$ cat src/rtl/fetch_unit_pkg.sv
// Shared fetch-stage defines (word width, opcodes, state codes) and the package that exposes them as typed constants.
`default_nettype none

`ifndef FETCH_DEFINES_SVH
`define FETCH_DEFINES_SVH
`define WIDTH        32
`define OPCODE_MSB   31
`define OPCODE_LSB   27
`define MOV          5'h01
`define ADD          5'h02
`define MPY          5'h03
`define CMP          5'h04
`define BR           5'h05
`define HALT         5'h1F
`define FS_RUN       2'd0
`define FS_HALT_WAIT 2'd1
`define FS_HALTED    2'd2
`define FS_FAULT     2'd3
`endif

package fetch_unit_pkg;

  localparam int OPCODE_MSB = `OPCODE_MSB;
  localparam int OPCODE_LSB = `OPCODE_LSB;
  localparam int OPCODE_W   = OPCODE_MSB - OPCODE_LSB + 1;

  localparam logic [OPCODE_W-1:0] OP_MOV  = `MOV;
  localparam logic [OPCODE_W-1:0] OP_ADD  = `ADD;
  localparam logic [OPCODE_W-1:0] OP_MPY  = `MPY;
  localparam logic [OPCODE_W-1:0] OP_CMP  = `CMP;
  localparam logic [OPCODE_W-1:0] OP_BR   = `BR;
  localparam logic [OPCODE_W-1:0] OP_HALT = `HALT;

  typedef enum logic [1:0] {
    FS_RUN       = `FS_RUN,
    FS_HALT_WAIT = `FS_HALT_WAIT,
    FS_HALTED    = `FS_HALTED,
    FS_FAULT     = `FS_FAULT
  } fetch_state_e;

endpackage

`default_nettype wire

$ cat src/rtl/fetch_unit.sv
// Instruction-fetch front end: drives the imem PC, buffers one fetched word, and
// hands it to decode over valid/ready; handles redirects, HALT and out-of-range faults.
`default_nettype none

module fetch_unit
  import fetch_unit_pkg::*;
#(
  parameter logic [31:0] RESET_PC   = 32'd0,
  parameter int          IMEM_DEPTH = 16,
  parameter int          WIDTH      = `WIDTH
) (
  input  logic             clk,
  input  logic             rst_n,
  output logic [31:0]      imem_pc,
  input  logic [WIDTH-1:0] imem_inst,
  input  logic             redirect_valid,
  input  logic [31:0]      redirect_pc,
  output logic             inst_valid,
  input  logic             inst_ready,
  output logic [WIDTH-1:0] inst_data,
  output logic [31:0]      inst_pc,
  output logic             halted,
  output logic             fetch_fault
);

  fetch_state_e state;
  logic [31:0]  fetch_pc;

  logic transfer;
  logic slot_free;
  logic pc_out_of_range;
  logic is_halt;

  assign imem_pc         = fetch_pc;
  assign transfer        = inst_valid && inst_ready;
  assign slot_free       = !inst_valid || transfer;
  assign pc_out_of_range = fetch_pc >= 32'(IMEM_DEPTH);
  assign is_halt         = imem_inst[OPCODE_MSB:OPCODE_LSB] == OP_HALT;

  always_ff @(posedge clk) begin
    if (!rst_n) begin
      state       <= FS_RUN;
      fetch_pc    <= RESET_PC;
      inst_valid  <= 1'b0;
      inst_data   <= '0;
      inst_pc     <= '0;
      halted      <= 1'b0;
      fetch_fault <= 1'b0;
    end else begin
      case (state)
        FS_RUN: begin
          if (redirect_valid) begin
            // A word handed over this same cycle still counts as delivered.
            inst_valid <= 1'b0;
            fetch_pc   <= redirect_pc;
          end else if (slot_free && pc_out_of_range) begin
            inst_valid  <= 1'b0;
            state       <= FS_FAULT;
            fetch_fault <= 1'b1;
          end else if (slot_free) begin
            inst_valid <= 1'b1;
            inst_data  <= imem_inst;
            inst_pc    <= fetch_pc;
            if (is_halt) begin
              // fetch_pc stays parked on the HALT so imem_pc reports it.
              state <= FS_HALT_WAIT;
            end else begin
              fetch_pc <= fetch_pc + 32'd1;
            end
          end
        end

        FS_HALT_WAIT: begin
          if (redirect_valid) begin
            inst_valid <= 1'b0;
            fetch_pc   <= redirect_pc;
            state      <= FS_RUN;
          end else if (transfer) begin
            inst_valid <= 1'b0;
            halted     <= 1'b1;
            state      <= FS_HALTED;
          end
        end

        FS_HALTED: begin
          inst_valid <= 1'b0;
        end

        FS_FAULT: begin
          if (transfer) begin
            inst_valid <= 1'b0;
          end
        end
      endcase
    end
  end

endmodule

`default_nettype wire

$ cat config.mk
export PLATFORM = sky130hd
export DESIGN_NAME = fetch_unit
export DESIGN_NICKNAME = d
export VERILOG_FILES = /design/src/rtl/fetch_unit_pkg.sv /design/src/rtl/fetch_unit.sv
export SDC_FILE = /design/constraint.sdc
export NUM_CORES = 1
export LEC_CHECK = 0
export ABC_AREA = 1
export CORE_MARGIN = 2
export CORE_UTILIZATION = 49
export CTS_CLUSTER_SIZE = 20
export DETAILED_ROUTE_END_ITERATION = 12
export GPL_ROUTABILITY_DRIVEN = 0
export GPL_TIMING_DRIVEN = 0
export PLACE_DENSITY = 0.86
export SYNTH_ARGS = -nofsm -noshare
export SYNTH_HDL_FRONTEND = slang
export SYNTH_SLANG_ARGS = --single-unit
$ cat constraint.sdc
create_clock -name clk -period 2.3 [get_ports clk]
set_input_delay 0.46 -clock clk [delete_from_list [all_inputs] [get_ports clk]]
set_output_delay 0.46 -clock clk [all_outputs]
set_load 0.02 [all_outputs]
After elaboration in Yosys (flattened, before gate mapping) --
Cells that the tools add are included.
Storage, ports and cells: bits in registers 101, output and inout port bits 99, logic and storage cells 54
Operators by class: add/sub/neg operators 1, order comparisons 1, equal/unequal tests 13, muxes and demuxes 19, bitwise logic cells 2, reduce and logical (&&, ||, !) cells 11
Operator list (count):
- $mux W32 | 5
- $pmux W32 S2 | 1
- $add A32 B1 Y32 const B | 1
- $ge A32 B5 Y1 const B | 1
- $ne A3 B3 Y1 const B | 6
- $mux W2 | 6
- $reduce_and A5 Y1 | 2
- $reduce_and A3 Y1 | 2
- $eq A5 B5 Y1 const B | 1
- $mux W1 | 5
- $eq A2 B2 Y1 const B | 2
- $ne A2 B2 Y1 const B | 2
- $ne A4 B4 Y1 const B | 1
- $pmux W1 S4 | 1
- $pmux W2 S2 | 1
- $reduce_and A4 Y1 | 1
- $eq A2 B1 Y1 const B | 1
- $logic_and A1 B1 Y1 | 2
- $logic_not A2 Y1 | 1
- $not A1 Y1 | 2
- $reduce_bool A2 Y1 | 1
- $logic_not A1 Y1 | 1
- $logic_or A1 B1 Y1 | 1

Logic depth before layout (Yosys ltp) --
Gate-level depths: netlist (run 1).
depth after elaboration 6, gate-level depth with buffers 11, mapped depth without buffers 10

Worst setup path before layout (run 1) --
OpenSTA, ideal clock, no wires.
path type reg2reg, start point reg fetch_pc[1], in the netlist imem_pc[1], end point reg fetch_pc[22], in the netlist imem_pc[22], library setup time 122 ps, data arrival time 1523 ps, setup slack 655 ps, stages on the path, launching flop included 9, path buffers 0, period minus slack after synthesis 1645 ps, path through dfxtp_1 > ha_1 > nand3_1 > nor2_1 > nand3_1 > nor2_1 > nand4_1 > o21ai_0 > a21oi_1
Between the ends: word-level cells in the longest chain between the ends 6
Ends and longest elaborated chain:
- start, declared | line fetch_unit.sv:27 | logic [31:0] fetch_pc;
- start signal, assigned | line fetch_unit.sv:55 | fetch_pc <= redirect_pc;
- start signal, assigned | line fetch_unit.sv:68 | fetch_pc <= fetch_pc + 32'd1;
- start signal, assigned | line fetch_unit.sv:76 | fetch_pc <= redirect_pc;
- $add A32 B1 Y32 | line fetch_unit.sv:68
- $mux W32 | line fetch_unit.sv:64 | if (is_halt) begin
- $mux W32 | line fetch_unit.sv:60 | end else if (slot_free) begin
- $mux W32 | line fetch_unit.sv:56 | end else if (slot_free && pc_out_of_range) begin
- $mux W32 | line fetch_unit.sv:52 | if (redirect_valid) begin
- $pmux W32 S2 | line fetch_unit.sv:50 | case (state)
Parallel ways exist; a longest one is shown, timed or not. The select of a mux whose other input is x is not followed. A chain may end at the register's enable or synchronous reset.

Worst setup path after layout (run 1) --
start point reg fetch_pc[3], in the netlist imem_pc[3], end point out imem_pc[3]
RTL lines:
- end, declared | line fetch_unit.sv:14 | output logic [31:0] imem_pc,
No word-level cell between the ends.

==> impl_metrics.xml, run 1 <==
<?xml version="1.0" encoding="UTF-8"?>
<metrics>
  <group name="detailed_routing">
    <metric name="detailroute.via_count" unit="">5204</metric>
    <metric name="avgViaCountPerCell" unit="">5.02</metric>
    <metric name="detail-route-antenna-nets" unit="">0</metric>
    <metric name="dr_drc_count" unit="">0</metric>
    <metric name="wl_per_cell" unit="um">13.6</metric>
    <metric name="drt_iter0_markers" unit="">371</metric>
    <metric name="wl" unit="um">14100</metric>
    <metric name="firstDrtPassIters" unit="">6</metric>
  </group>
  <group name="sta">
    <metric name="fin_worst_skew" unit="ns">0.0155</metric>
    <metric name="final-max-slew-violation-count" unit="">0</metric>
    <metric name="grt_setup_unrepaired" unit="">false</metric>
    <metric name="timing.final.crit_share" unit="%">87.0</metric>
    <metric name="post-route-min-period" unit="ns">2.00</metric>
    <metric name="hold_violations" unit="">0</metric>
    <metric name="fmax" unit="MHz">500</metric>
    <metric name="timing_worst_slew_pin_value" unit="ns">0.557</metric>
    <metric name="slew_headroom" unit="%">62.9</metric>
    <metric name="fin_setup_tns" unit="ns">0</metric>
    <metric name="setup_viol_count_final" unit="">0</metric>
  </group>
  <group name="power">
    <metric name="power.ir.vdd_worst" unit="V">0.000659</metric>
    <metric name="switching_share_of_power" unit="%">33.2</metric>
    <metric name="power.share.clock" unit="%">28.9</metric>
    <metric name="leakage" unit="uW">0.00276</metric>
    <metric name="power_frac_comb" unit="%">23.5</metric>
    <metric name="pwr-share-seq" unit="%">47.6</metric>
    <metric name="power-per-cell-area" unit="nW/um2">632</metric>
    <metric name="power.internal" unit="uW">2830</metric>
    <metric name="net_load_switching_power" unit="uW">1400</metric>
  </group>
  <group name="worst_setup_path">
    <metric name="worst_ep_required_time" unit="ns">1.84</metric>
    <metric name="path_delay_family" unit="">buffers and inverters</metric>
    <metric name="crit_arrival" unit="ns">1.54</metric>
    <metric name="cpMaxStageDelayCell" unit="">clkdlybuf4s50_1</metric>
    <metric name="critical_path_peak_fanout" unit="">7</metric>
    <metric name="timing_worst_setup_path_type" unit="">register to output port</metric>
    <metric name="worstPathCellList" unit="">clkdlybuf4s50_1</metric>
    <metric name="critical-path-max-stage-delay" unit="ns">0.68</metric>
    <metric name="crit_path_end_kind" unit="">output port</metric>
    <metric name="cp.buffers_inverters" unit="">1</metric>
    <metric name="setup.worst_path.start_class" unit="">register</metric>
  </group>
  <group name="clock_network">
    <metric name="postCtsHoldBufs" unit="">0</metric>
    <metric name="cts_root_buf" unit="">clkbuf_8</metric>
    <metric name="clock-sinks" unit="">101</metric>
    <metric name="worst_setup_hold_path_clk_slew" unit="ns">0.10</metric>
    <metric name="cts_buffers" unit="">9</metric>
    <metric name="cts_buffer_depth" unit="">2</metric>
    <metric name="cts_max_level" unit="">3</metric>
    <metric name="insertion_delay" unit="ns">0.38</metric>
    <metric name="cts.repair_timing.setup_buffer_count" unit="">0</metric>
    <metric name="cts_tree" unit="">done</metric>
    <metric name="cts_resized" unit="">0</metric>
  </group>
  <group name="floorplanning">
    <metric name="die-height" unit="um">102</metric>
    <metric name="design.die.area" unit="um2">10300</metric>
    <metric name="floorplan.rows" unit="">35</metric>
    <metric name="core_region_area" unit="um2">9240</metric>
    <metric name="die_width" unit="um">102</metric>
    <metric name="io_pins" unit="">167</metric>
    <metric name="floorplan.initialDensity" unit="%">50.5</metric>
  </group>
  <group name="finish">
    <metric name="number_of_inserted_diodes" unit="">0</metric>
    <metric name="final_layout_size_suffix_gt1_share" unit="%">4.74</metric>
    <metric name="finalNetCount" unit="">973</metric>
    <metric name="postLayoutCellArea" unit="um2">6700</metric>
    <metric name="syn_to_final_growth" unit="%">43.5</metric>
  </group>
  <group name="logic_synthesis">
    <metric name="mappedNetlistNets" unit="">797</metric>
    <metric name="synth-edff-count" unit="">0</metric>
    <metric name="synth_top_cell_area_share" unit="%">43.3</metric>
    <metric name="synthTopCellsByCount" unit="">206 x nand2_1, 197 x nor2_1, 101 x dfxtp_1</metric>
    <metric name="synth_cell_type_count" unit="">26</metric>
    <metric name="synth-seq-area-share" unit="%">43.3</metric>
    <metric name="synth_area" unit="um2">4660</metric>
    <metric name="yosys_warnings" unit="">0</metric>
    <metric name="synth_area_leader_cell" unit="">dfxtp_1</metric>
    <metric name="yosys-top-cells-area" unit="">dfxtp_1 43%, nand2_1 17%, nor2_1 16%</metric>
    <metric name="postSynth.asyncResetShare" unit="%">0</metric>
    <metric name="postSynthCellCount" unit="">727</metric>
    <metric name="avgSynthCellArea" unit="um2">6.42</metric>
    <metric name="post_synthesis_register_bit_count" unit="">101</metric>
    <metric name="dominantRegCellSynth" unit="">dfxtp_1</metric>
    <metric name="yosysMostFrequentCell" unit="">nand2_1</metric>
  </group>
  <group name="placed_design">
    <metric name="number_of_buffers_inserted_by_port_buffering" unit="">165</metric>
    <metric name="dpl.hpwl" unit="um">10700</metric>
    <metric name="post_placement_cell_area" unit="um2">6480</metric>
  </group>
  <group name="global_route">
    <metric name="first_global_vias" unit="">4772</metric>
    <metric name="grt_first_pass_wirelength" unit="um">22100</metric>
    <metric name="globalRoute.totalOverflow" unit="">0</metric>
    <metric name="grt.total_usage" unit="%">27.0</metric>
    <metric name="grt_antenna_before_repair" unit="">0</metric>
    <metric name="grt_start_max_net_pins" unit="">20</metric>
  </group>
  <group name="hold_path">
    <metric name="class_of_the_tightest_hold_or_removal_check" unit="">register to register</metric>
  </group>
  <group name="status">
    <metric name="outcome" unit="">completed</metric>
  </group>
  <group name="job">
    <metric name="timing.max_cap.violations" unit="">0</metric>
  </group>
</metrics>
-- state kept, by name, indices dropped and copies added (netlist names) --
signal / flops
inst_data: 32
state: 2
imem_pc: 32
halted: 1
inst_valid: 1
inst_pc: 32
fetch_fault: 1
-- path summary, 6_finish.rpt --
path	startpoint	end	slack [ns]	cells after the start
max reg2reg	imem_pc[2]	imem_pc[25]	0.44	8
max	imem_pc[3]	imem_pc[3]	0.30	1
min	inst_pc[16]	inst_pc[16]	0.44	2
min reg2reg	inst_pc[16]	inst_pc[16]	0.44	2
-- layout make-up --
class | instances | area (um2)
clock buffers | 9 | 124
repair buffers | 165 | 1650
multi-input cells | 532 | 2230
inverters | 61 | 229
clock inverters | 7 | 93.8
flip-flops and latches | 101 | 2020
fillers | 745 | 2540
plain buffers | 33 | 184
well taps | 129 | 161
-- cells by family after synthesis --
group / share of synthesized area (%)
buf+inv: 8.85
fa+ha+maj: 0.536
xor+xnor: 0.939
flops: 43.3
mux: 0.429
compound gates: 7.89
simple gates: 38.0
-- power by group through the flow --
stage	clock, uW	sequential [uW]	combinational (uW)
3_5_place_dp	0	2040	979
3_3_place_gp	0	2040	953
6_report	1220	2010	995
2_1_floorplan	0	2120	446
4_1_cts	1240	2010	987
5_1_grt	1300	2030	1080
-- layout by cell type (no fill, tap or decap), drive strengths merged --
| cell | Yosys | routed |
|---|---|---|
| a211oi | 1 | 1 |
| a21oi | 29 | 29 |
| a31oi | 1 | 1 |
| buf | 16 | 16 |
| bufinv | 0 | 1 |
| clkbuf | 17 | 26 |
| clkdlybuf4s50 | 0 | 165 |
| clkinv | 0 | 2 |
| clkinvlp | 0 | 1 |
| dfxtp | 101 | 101 |
| ha | 2 | 2 |
| inv | 61 | 64 |
| mux2i | 2 | 2 |
| nand2 | 207 | 207 |
| nand3 | 34 | 34 |
| nand4 | 3 | 3 |
| nor2 | 198 | 198 |
| nor3 | 3 | 3 |
| o211a | 1 | 1 |
| o21ai | 36 | 36 |
| o22ai | 3 | 3 |
| or2 | 7 | 7 |
| xnor2 | 2 | 2 |
| xor2 | 3 | 3 |
-- through the flow --
step	hold slack (ns)	setup WS (ns)	std cells	util, %	total power, uW
final	0.442	0.300	1037	72.5	4230
after global routing	0.457	0.241	1037	72.5	4410
after floorplan	0.510	0.655	727	-	2560
after detailed placement	0.430	0.132	1021	70.1	3020
after CTS	0.448	0.298	1037	72.5	4240
after global placement	0.425	0.169	1021	70.1	2990
-- metal layers --
layer	GRT usage [%]	share of wire, %
met5	0	0
met4	10.6	2.3
met3	7.04	9.2
met2	45.4	48
met1	33.0	40
Power figures use the tool's default switching activity.
==> run 2: changes to the inputs <==
--- a/config.mk
+++ b/config.mk
@@ -6,13 +6,15 @@
 export NUM_CORES = 1
 export LEC_CHECK = 0
 export ABC_AREA = 1
+export CELL_PAD_IN_SITES_DETAIL_PLACEMENT = 2
+export CELL_PAD_IN_SITES_GLOBAL_PLACEMENT = 2
 export CORE_MARGIN = 2
-export CORE_UTILIZATION = 49
+export CORE_UTILIZATION = 25
 export CTS_CLUSTER_SIZE = 20
 export DETAILED_ROUTE_END_ITERATION = 12
 export GPL_ROUTABILITY_DRIVEN = 0
 export GPL_TIMING_DRIVEN = 0
-export PLACE_DENSITY = 0.86
+export PLACE_DENSITY_LB_ADDON = 0.1
 export SYNTH_ARGS = -nofsm -noshare
 export SYNTH_HDL_FRONTEND = slang
 export SYNTH_SLANG_ARGS = --single-unit
==> run 2 against run 1 <==
Critical path depth grew 7. Critical path type is now input pin to register. Sequential power is essentially flat. Largest power group unchanged. Global-route usage shrank 7.6 points. Die area grew 92%. Power grew 8.7%. Worst hold slack gained 0.0013 ns. Via count grew 0.50%.
==> impl_metrics.xml, run 2 (synthesis gave the netlist of run 1 again) <==
<?xml version="1.0" encoding="UTF-8"?>
<metrics>
  <group name="status">
    <metric name="outcome" unit="">completed</metric>
  </group>
  <group name="power">
    <metric name="leakage" unit="uW">0.00279</metric>
    <metric name="power.ir.vdd_worst" unit="V">0.000372</metric>
    <metric name="power-per-cell-area" unit="nW/um2">667</metric>
  </group>
  <group name="sta">
    <metric name="fmax" unit="MHz">486</metric>
    <metric name="timing.final.crit_share" unit="%">89.4</metric>
    <metric name="final-max-slew-violation-count" unit="">0</metric>
    <metric name="fin_worst_skew" unit="ns">0.00996</metric>
    <metric name="fin_setup_tns" unit="ns">0</metric>
    <metric name="grt_setup_unrepaired" unit="">false</metric>
    <metric name="timing_worst_slew_pin_value" unit="ns">0.651</metric>
    <metric name="slew_headroom" unit="%">56.6</metric>
    <metric name="setup_viol_count_final" unit="">0</metric>
    <metric name="hold_violations" unit="">0</metric>
    <metric name="post-route-min-period" unit="ns">2.06</metric>
  </group>
  <group name="hold_path">
    <metric name="class_of_the_tightest_hold_or_removal_check" unit="">register to register</metric>
    <metric name="worstHoldStart" unit="">inst_pc[8]</metric>
  </group>
  <group name="clock_network">
    <metric name="cts_root_buf" unit="">clkbuf_16</metric>
    <metric name="cts.repair_timing.setup_buffer_count" unit="">0</metric>
    <metric name="cts_tree" unit="">done</metric>
    <metric name="cts_buffers" unit="">9</metric>
    <metric name="insertion_delay" unit="ns">0.36</metric>
    <metric name="cts_max_level" unit="">3</metric>
    <metric name="cts_resized" unit="">0</metric>
    <metric name="worst_setup_hold_path_clk_slew" unit="ns">0.08</metric>
    <metric name="clock-sinks" unit="">101</metric>
    <metric name="postCtsHoldBufs" unit="">0</metric>
    <metric name="cts_buffer_depth" unit="">2</metric>
  </group>
  <group name="worst_setup_path">
    <metric name="crit_arrival" unit="ns">2.30</metric>
    <metric name="worst_ep_required_time" unit="ns">2.54</metric>
    <metric name="regToRegStartpoint" unit="">state[1]</metric>
    <metric name="critical_path_peak_fanout" unit="">10</metric>
    <metric name="timing_worst_setup_path_type" unit="">input pin to register</metric>
    <metric name="crit_path_end_kind" unit="">register</metric>
    <metric name="setup.worst_path.start_class" unit="">input pin</metric>
    <metric name="crit_start" unit="">redirect_valid</metric>
  </group>
  <group name="finish">
    <metric name="seqCellArea" unit="um2">2020</metric>
    <metric name="fillCellCount" unit="">2224</metric>
    <metric name="number_of_inserted_diodes" unit="">0</metric>
    <metric name="postLayoutCellArea" unit="um2">6890</metric>
    <metric name="syn_to_final_growth" unit="%">47.8</metric>
    <metric name="final_layout_size_suffix_gt1_share" unit="%">4.85</metric>
    <metric name="layout_commonest_cell" unit="">nand2_1</metric>
    <metric name="finalNetCount" unit="">973</metric>
    <metric name="multiInputGateArea" unit="um2">2230</metric>
    <metric name="mostFrequentLayoutCells" unit="">206 x nand2_1, 196 x nor2_1, 165 x clkdlybuf4s50_1</metric>
  </group>
  <group name="placed_design">
    <metric name="number_of_buffers_inserted_by_port_buffering" unit="">165</metric>
    <metric name="dpl.hpwl" unit="um">15200</metric>
    <metric name="post_placement_cell_area" unit="um2">6600</metric>
  </group>
  <group name="floorplanning">
    <metric name="die_width" unit="um">141</metric>
    <metric name="die-height" unit="um">141</metric>
    <metric name="design.die.area" unit="um2">19800</metric>
    <metric name="core_region_area" unit="um2">18100</metric>
    <metric name="floorplan.initialDensity" unit="%">25.7</metric>
    <metric name="floorplan.rows" unit="">49</metric>
    <metric name="io_pins" unit="">167</metric>
  </group>
  <group name="detailed_routing">
    <metric name="wl_per_cell" unit="um">16.8</metric>
    <metric name="wl" unit="um">19100</metric>
    <metric name="drt_iter0_markers" unit="">158</metric>
    <metric name="avgViaCountPerCell" unit="">4.60</metric>
    <metric name="detail-route-antenna-nets" unit="">0</metric>
    <metric name="firstDrtPassIters" unit="">5</metric>
    <metric name="dr_drc_count" unit="">0</metric>
    <metric name="detailroute.via_count" unit="">5230</metric>
  </group>
  <group name="global_route">
    <metric name="grt.total_usage" unit="%">19.4</metric>
    <metric name="globalRoute.totalOverflow" unit="">0</metric>
    <metric name="grt_first_pass_wirelength" unit="um">30300</metric>
    <metric name="grt_antenna_before_repair" unit="">0</metric>
    <metric name="grt_start_max_net_pins" unit="">20</metric>
    <metric name="first_global_vias" unit="">5788</metric>
  </group>
  <group name="job">
    <metric name="timing.max_cap.violations" unit="">0</metric>
  </group>
</metrics>
-- run 2: cell count changes in the layout (fill, tap and decap cells not counted), sizes merged --
| cell | change |
|---|---|
| inv | +2 |
| bufinv | -1 |
| clkinvlp | -1 |
-- run 2: power breakdown --
part           internal [uW]  switching, uW
Sequential              1850            177
Combinational            443            591
Clock                    763            775
Total                   3060           1540
-- run 2: per-stage QoR --
stage                     total power [uW]  util (%)  instances  setup slack [ns]  hold slack (ns)
after detailed placement              3120      36.4       1121            -0.135            0.434
after global routing                  4860      38.0       1137            0.0911            0.466
final                                 4600      38.0       1137             0.243            0.443
after global placement                3060      36.4       1121           -0.0139            0.426
after CTS                             4680      38.0       1137             0.204            0.448
after floorplan                       2560         -        727             0.655            0.510
-- run 2: path summary, 6_finish.rpt --
kind / endpoint / slack, ns / cells past startpoint
min reg2reg: inst_pc[8] / 0.44 / 2
min: inst_pc[8] / 0.44 / 2
max: imem_pc[25] / 0.24 / 8
max reg2reg: imem_pc[25] / 0.28 / 8
-- run 2: final cells by class --
type / count / share of cell area, %
buffer: 33 / 2.67
clock inverter: 7 / 0.908
timing repair buffer: 165 / 24.0
multi-input combinational: 532 / 32.4
clock buffer: 9 / 3.27
sequential: 101 / 29.3
inverter: 61 / 3.32
tap: 229 / 4.16
-- run 2: critical path, stage by stage --
cell and delay [ns]:
clkdlybuf4s50_1 0.42, inv_1 0.14, nand2_1 0.22, inv_1 0.17, clkbuf_1 0.50, nand2_1 0.12
o22ai_1 0.17, a21oi_1 0.09
-- run 2: per-layer routing --
layer	wire [um]	vias up	global-route usage (%)
met5	0	-	0
met3	769	13	4.21
met2	9650	99	35.6
met4	181	0	4.16
li1	-	2589	-
met1	8540	2529	23.4
